## config.mk

```make
export PLATFORM = sky130hd
export DESIGN_NAME = time_counter_param
export DESIGN_NICKNAME = d
export VERILOG_FILES = /design/src/rtl/time_counter_param.sv
export SDC_FILE = /design/constraint.sdc
export NUM_CORES = 1
export LEC_CHECK = 0
export CAP_MARGIN = 15
export CORE_ASPECT_RATIO = 0.75
export CORE_MARGIN = 5
export CORE_UTILIZATION = 47
export DETAILED_ROUTE_END_ITERATION = 16
export PLACE_DENSITY = 0.83
export SLEW_MARGIN = 0
export SYNTH_ARGS = -nofsm -noshare
export SYNTH_HDL_FRONTEND = slang
export SYNTH_SLANG_ARGS = --single-unit
```

## constraint.sdc

```tcl
create_clock -name clk -period 3.9 [get_ports clk]
set_input_delay 0.39 -clock clk [delete_from_list [all_inputs] [get_ports clk]]
set_output_delay 0.39 -clock clk [all_outputs]
set_load 0.03 [all_outputs]
```

## src/rtl/time_counter_param.sv

```systemverilog
// Parametrised hh:mm:ss counter with adjust cascade, validated load, deferred ticks,
// day-wrap pulse and a 12 h display view.
module time_counter_param #(
  parameter int SEC_MOD     = 60,
  parameter int MIN_MOD     = 60,
  parameter int HOUR_MOD    = 24,
  parameter int RST_H       = 0,
  parameter int RST_M       = 0,
  parameter int RST_S       = 0,
  parameter int ADJ_CASCADE = 1
) (
  input  logic       clk,
  input  logic       rst,
  input  logic       tick_1hz,
  input  logic       up_down,
  input  logic       adj_sec,
  input  logic       adj_min,
  input  logic       adj_hour,
  input  logic       mode_12h,
  input  logic       load_en,
  input  logic [6:0] load_h,
  input  logic [6:0] load_m,
  input  logic [6:0] load_s,
  output logic [6:0] sec_bin,
  output logic [6:0] min_bin,
  output logic [6:0] hour_bin,
  output logic [3:0] sec_tens,
  output logic [3:0] sec_units,
  output logic [3:0] min_tens,
  output logic [3:0] min_units,
  output logic [3:0] hour_tens,
  output logic [3:0] hour_units,
  output logic       pm,
  output logic       day_tick,
  output logic       load_err,
  output logic       tick_pending
);

  localparam logic [6:0] SEC_M  = 7'(SEC_MOD);
  localparam logic [6:0] MIN_M  = 7'(MIN_MOD);
  localparam logic [6:0] HOUR_M = 7'(HOUR_MOD);
  localparam logic [6:0] RST_HV = 7'(RST_H);
  localparam logic [6:0] RST_MV = 7'(RST_M);
  localparam logic [6:0] RST_SV = 7'(RST_S);

  // Steps one field by +/-1 modulo m; bit 7 flags a wrap (carry or borrow).
  function automatic logic [7:0] step_field(input logic [6:0] v, input logic [6:0] m,
                                            input logic up);
    logic [7:0] r;
    if (up) begin
      if (v == m - 7'd1) r = {1'b1, 7'd0};
      else               r = {1'b0, v + 7'd1};
    end else begin
      if (v == 7'd0) r = {1'b1, m - 7'd1};
      else           r = {1'b0, v - 7'd1};
    end
    return r;
  endfunction

  logic [6:0] sec_r, min_r, hour_r;
  logic [6:0] sec_n, min_n, hour_n;
  logic       day_r, err_r, pend_r;
  logic       day_n, err_n, pend_n;
  logic [7:0] s_step, m_step, h_step;
  logic       eff_tick, any_adj, load_ok;
  logic [6:0] hour_disp;

  // Next-state: load beats adjust beats tick; a tick colliding with adjust is deferred.
  always_comb begin
    s_step   = step_field(sec_r, SEC_M, up_down);
    m_step   = step_field(min_r, MIN_M, up_down);
    h_step   = step_field(hour_r, HOUR_M, up_down);
    eff_tick = tick_1hz | pend_r;
    any_adj  = adj_sec | adj_min | adj_hour;
    load_ok  = (load_h < HOUR_M) && (load_m < MIN_M) && (load_s < SEC_M);
    sec_n    = sec_r;
    min_n    = min_r;
    hour_n   = hour_r;
    day_n    = 1'b0;
    err_n    = 1'b0;
    pend_n   = pend_r;
    if (load_en) begin
      if (load_ok) begin
        sec_n  = load_s;
        min_n  = load_m;
        hour_n = load_h;
        pend_n = 1'b0;
      end else begin
        err_n = 1'b1;
      end
    end else if (any_adj) begin
      pend_n = eff_tick;
      if (adj_sec) begin
        sec_n = s_step[6:0];
        if ((ADJ_CASCADE != 0) && s_step[7]) begin
          min_n = m_step[6:0];
          if (m_step[7]) hour_n = h_step[6:0];
          else           hour_n = hour_r;
        end else begin
          min_n = min_r;
        end
      end else if (adj_min) begin
        min_n = m_step[6:0];
        if ((ADJ_CASCADE != 0) && m_step[7]) hour_n = h_step[6:0];
        else                                 hour_n = hour_r;
      end else begin
        hour_n = h_step[6:0];
      end
    end else if (eff_tick) begin
      pend_n = 1'b0;
      sec_n  = s_step[6:0];
      if (s_step[7]) begin
        min_n = m_step[6:0];
        if (m_step[7]) begin
          hour_n = h_step[6:0];
          day_n  = h_step[7];
        end else begin
          hour_n = hour_r;
        end
      end else begin
        min_n = min_r;
      end
    end else begin
      pend_n = pend_r;
    end
  end

  // State and pulse registers.
  always_ff @(posedge clk or negedge rst) begin
    if (!rst) begin
      sec_r  <= RST_SV;
      min_r  <= RST_MV;
      hour_r <= RST_HV;
      day_r  <= 1'b0;
      err_r  <= 1'b0;
      pend_r <= 1'b0;
    end else begin
      sec_r  <= sec_n;
      min_r  <= min_n;
      hour_r <= hour_n;
      day_r  <= day_n;
      err_r  <= err_n;
      pend_r <= pend_n;
    end
  end

  // 12 h view remaps only the displayed hour.
  always_comb begin
    if (mode_12h && (hour_r == 7'd0))                         hour_disp = 7'd12;
    else if (mode_12h && (hour_r >= 7'd13) && (hour_r <= 7'd23)) hour_disp = hour_r - 7'd12;
    else                                                       hour_disp = hour_r;
  end

  assign sec_bin      = sec_r;
  assign min_bin      = min_r;
  assign hour_bin     = hour_r;
  assign sec_tens     = 4'(sec_r / 7'd10);
  assign sec_units    = 4'(sec_r % 7'd10);
  assign min_tens     = 4'(min_r / 7'd10);
  assign min_units    = 4'(min_r % 7'd10);
  assign hour_tens    = 4'(hour_disp / 7'd10);
  assign hour_units   = 4'(hour_disp % 7'd10);
  assign pm           = mode_12h & (hour_r >= 7'd12);
  assign day_tick     = day_r;
  assign load_err     = err_r;
  assign tick_pending = pend_r;

endmodule

```

==> flow_metrics.tcl <==
set metrics [dict create \
    synth_seq_area_share_pct 17.1 \
    rr_startpoint "sec_bin[1]" \
    cap_violations 0 \
    num_vias 4465 \
    end_kind "primary output" \
    p_int_uw 1440 \
    setup_ws_ps -265 \
    async_reset_ff_share_pct 100 \
    cp_top_family "compound AO/OA/AOI/OAI gates" \
    cts_htree_levels 1 \
    n_antenna_cell 0 \
    grt_pass1_wl_um 20400 \
    clock_sinks 24 \
    rsz0062_at_grt "true" \
    cp_max_fo 6 \
    violations "negative setup slack" \
    syn_inst 498 \
    synth.avg_cell_area_um2 7.04 \
    p_per_area_nw_per_um2 574 \
    worstSkewPairLatency_ps 280 \
    p_seq_share_pct 12.8 \
    wl_um 13000 \
    combPwrFrac_pct 81.9 \
    initial_core_util_pct 48.0 \
    cpMaxStageDelayCell "dfrtp_2" \
    p_leak_uw 0.00209 \
    hp-class "in2async" \
    dominantRegCellSynth "dfrtp_1" \
    rows 27 \
    cts_buffers 3 \
    drive_gt1_share_pct 22.9 \
    hpwl_um 9410 \
    fin_crit_sh_pct 107 \
    ys_types 80 \
    crit_buf_inv 2 \
    grt_pass1_vias 4046 \
    p_clk_share_pct 5.3 \
    nNetsFinal 669 \
    viasPerCell 6.20 \
    ir_worst_vdd_uv 753 \
    mostFrequentLayoutCells "76 x buf_4, 66 x clkdlybuf4s50_1, 56 x nor2_1, 50 x a21oi_1, 40 x o21ai_0" \
    clock_skew_ps 6.43 \
    dr.first_iter.drc_count 577 \
    yosysWarnings 0 \
    finalHoldViolations 0 \
    swShare_pct 51.7 \
    worst_pin_slew_ps 789 \
    pin_count 79 \
    antenna_found_initial 0 \
    clk_pin_slew_worst_paths_ps 90 \
    syn_nets 546 \
    wl_per_cell_um 18.1 \
    cts_tree "done" \
    min_period_ps 4160 \
    synth_area_um2 3500 \
    gp_congestion 0.944 \
    stdcell_area_um2 5180 \
    power.switching_uw 1540 \
    arrival_ps 3770 \
    die_w_um 110 \
    post_dp_cell_area_um2 4670 \
    mostFrequentLayoutCell "buf_4" \
    grt_overflow 0 \
    io_buffers 78 \
    ant_nets 0 \
    critPathLaunch "hour_bin[5]" \
    track_usage_pct 26.8 \
    crit_path_max_incr_delay_ps 470 \
    synth-seq-cells 24 \
    syn2layout_area_growth_pct 47.9 \
    die_h_um 84.8 \
    path_class "reg2out" \
    dieArea_um2 9300 \
    drv_slew 0 \
    whs_ps 478 \
    first_pass_iters 6 \
    clockBufferDepth 2 \
    rrSetupSlack_ps 610 \
    synth_edf_count 0 \
    crit_chain "or3_4 > o31a_1 > a221oi_4 > buf_4 > mux2i_2 > nor4_4 > xnor2_2 > ha_2 > nand2_1 > o311a_1 > nand3_4 > mux2i_4 > buf_6" \
    core-area_um2 7300 \
    status "complete, but fails checks" \
    required_ps 3510 \
    route.detailed.drc 0 \
    max_clock_freq_ghz 0.240 \
    cts_root_buffer "clkbuf_8" \
    relSlewSlack_pct 46.9 \
    setup_viol 3 \
    grt_max_degree 39 \
    start_kind "flop" \
]
## power groups by stage
stage	Combinational (uW)	Sequential [uW]	Clock (uW)
after floorplan	1330	446	0
after global placement	2100	385	0
after detailed placement	2160	388	0
after CTS	2280	381	157
after global routing	2600	391	165
final	2430	382	157
## state kept, by name, summed over array words and instances, names as in the netlist
| name | cells |
|---|---|
| load_err | 1 |
| day_tick | 1 |
| min_bin | 7 |
| sec_bin | 7 |
| tick_pending | 1 |
| hour_bin | 7 |
## per-layer routing
layer  wire length, um  vias to the layer above  part of all wire, %  GRT usage [%]
met1              5910                     2074                   45           39.4
met3              1270                       22                  9.7           6.53
met2              5720                      266                   44           40.3
li1                  -                     2103                    -              -
met4               140                        0                  1.1           4.30
met5                 0                        -                    0              0
## Yosys cell counts, types with 5 or more instances
master	number	area share, %
nor2_1	56	6.0
a21oi_1	53	7.6
o21ai_0	40	5.7
nand2_1	38	4.1
clkbuf_1	28	3.0
dfrtp_1	24	17
inv_1	22	2.4
nor3_1	20	2.9
ha_1	18	6.4
nand2b_1	12	2.1
nand3_1	9	1.3
nand4_1	9	1.6
nor2b_1	8	1.4
nor4_1	8	1.4
a211oi_1	7	1.5
a22oi_1	7	1.5
mux2i_1	7	2.0
xnor2_1	7	1.7
a221oi_1	6	1.5
o22ai_1	6	1.1
xor2_1	6	1.5
a21o_1	5	1.1
and2_1	5	0.89
o211ai_1	5	1.1
## worst paths after layout
path,to,cells after the start
max,hour_units[2],13
min,sec_bin[0],1
max in group asynchronous,hour_bin[6],2
min in group clk,tick_pending,2
min reg2reg,tick_pending,2
max reg2reg,hour_bin[0],9
## per-stage QoR
stage          utilization (%)  setup TNS (ps)  worst slack (ps)  std cells  total power, uW
2_1_floorplan                -            -237             -82.9        498             1780
3_3_place_gp              64.1            -196              -121        687             2490
3_5_place_dp              64.1            -541              -259        687             2540
6_report                  71.0            -670              -265        720             2970
4_1_cts                   67.6            -613              -213        707             2820
5_1_grt                   71.0           -1220              -424        720             3160
## area by class of cell
class | count | area [um^2]
Clock buffer | 3 | 41.3
Fill cell | 604 | 2110
Inverter | 23 | 86.3
Multi-Input combinational cell | 412 | 2910
Sequential cell | 24 | 611
Tap cell | 101 | 126
Timing Repair Buffer | 157 | 1410
## repair_timing
action | in CTS | in global routing
pin swaps | 10 | 8
hold endpoints to repair | 0 | 0
gates resized for setup | 24 | 25
buffers inserted | 17 | 12
setup endpoints to repair | 9 | 10
hold buffers | 0 | 0
## logic make-up (layout without fill, tap and decap cells)
family / count (synthesis) / in the layout / share of synthesized area [%]
XOR/XNOR: 14 / 14 / 3.89
AND/OR/NAND/NOR: 191 / 191 / 28.0
adder cells (fa/ha/maj): 18 / 18 / 6.43
buffers and inverters: 62 / 183 / 7.39
AO/OA/AOI/OAI: 181 / 181 / 34.9
multiplexers: 8 / 8 / 2.32
flip-flops: 24 / 24 / 17.1
(Power assumes the default switching activity.)
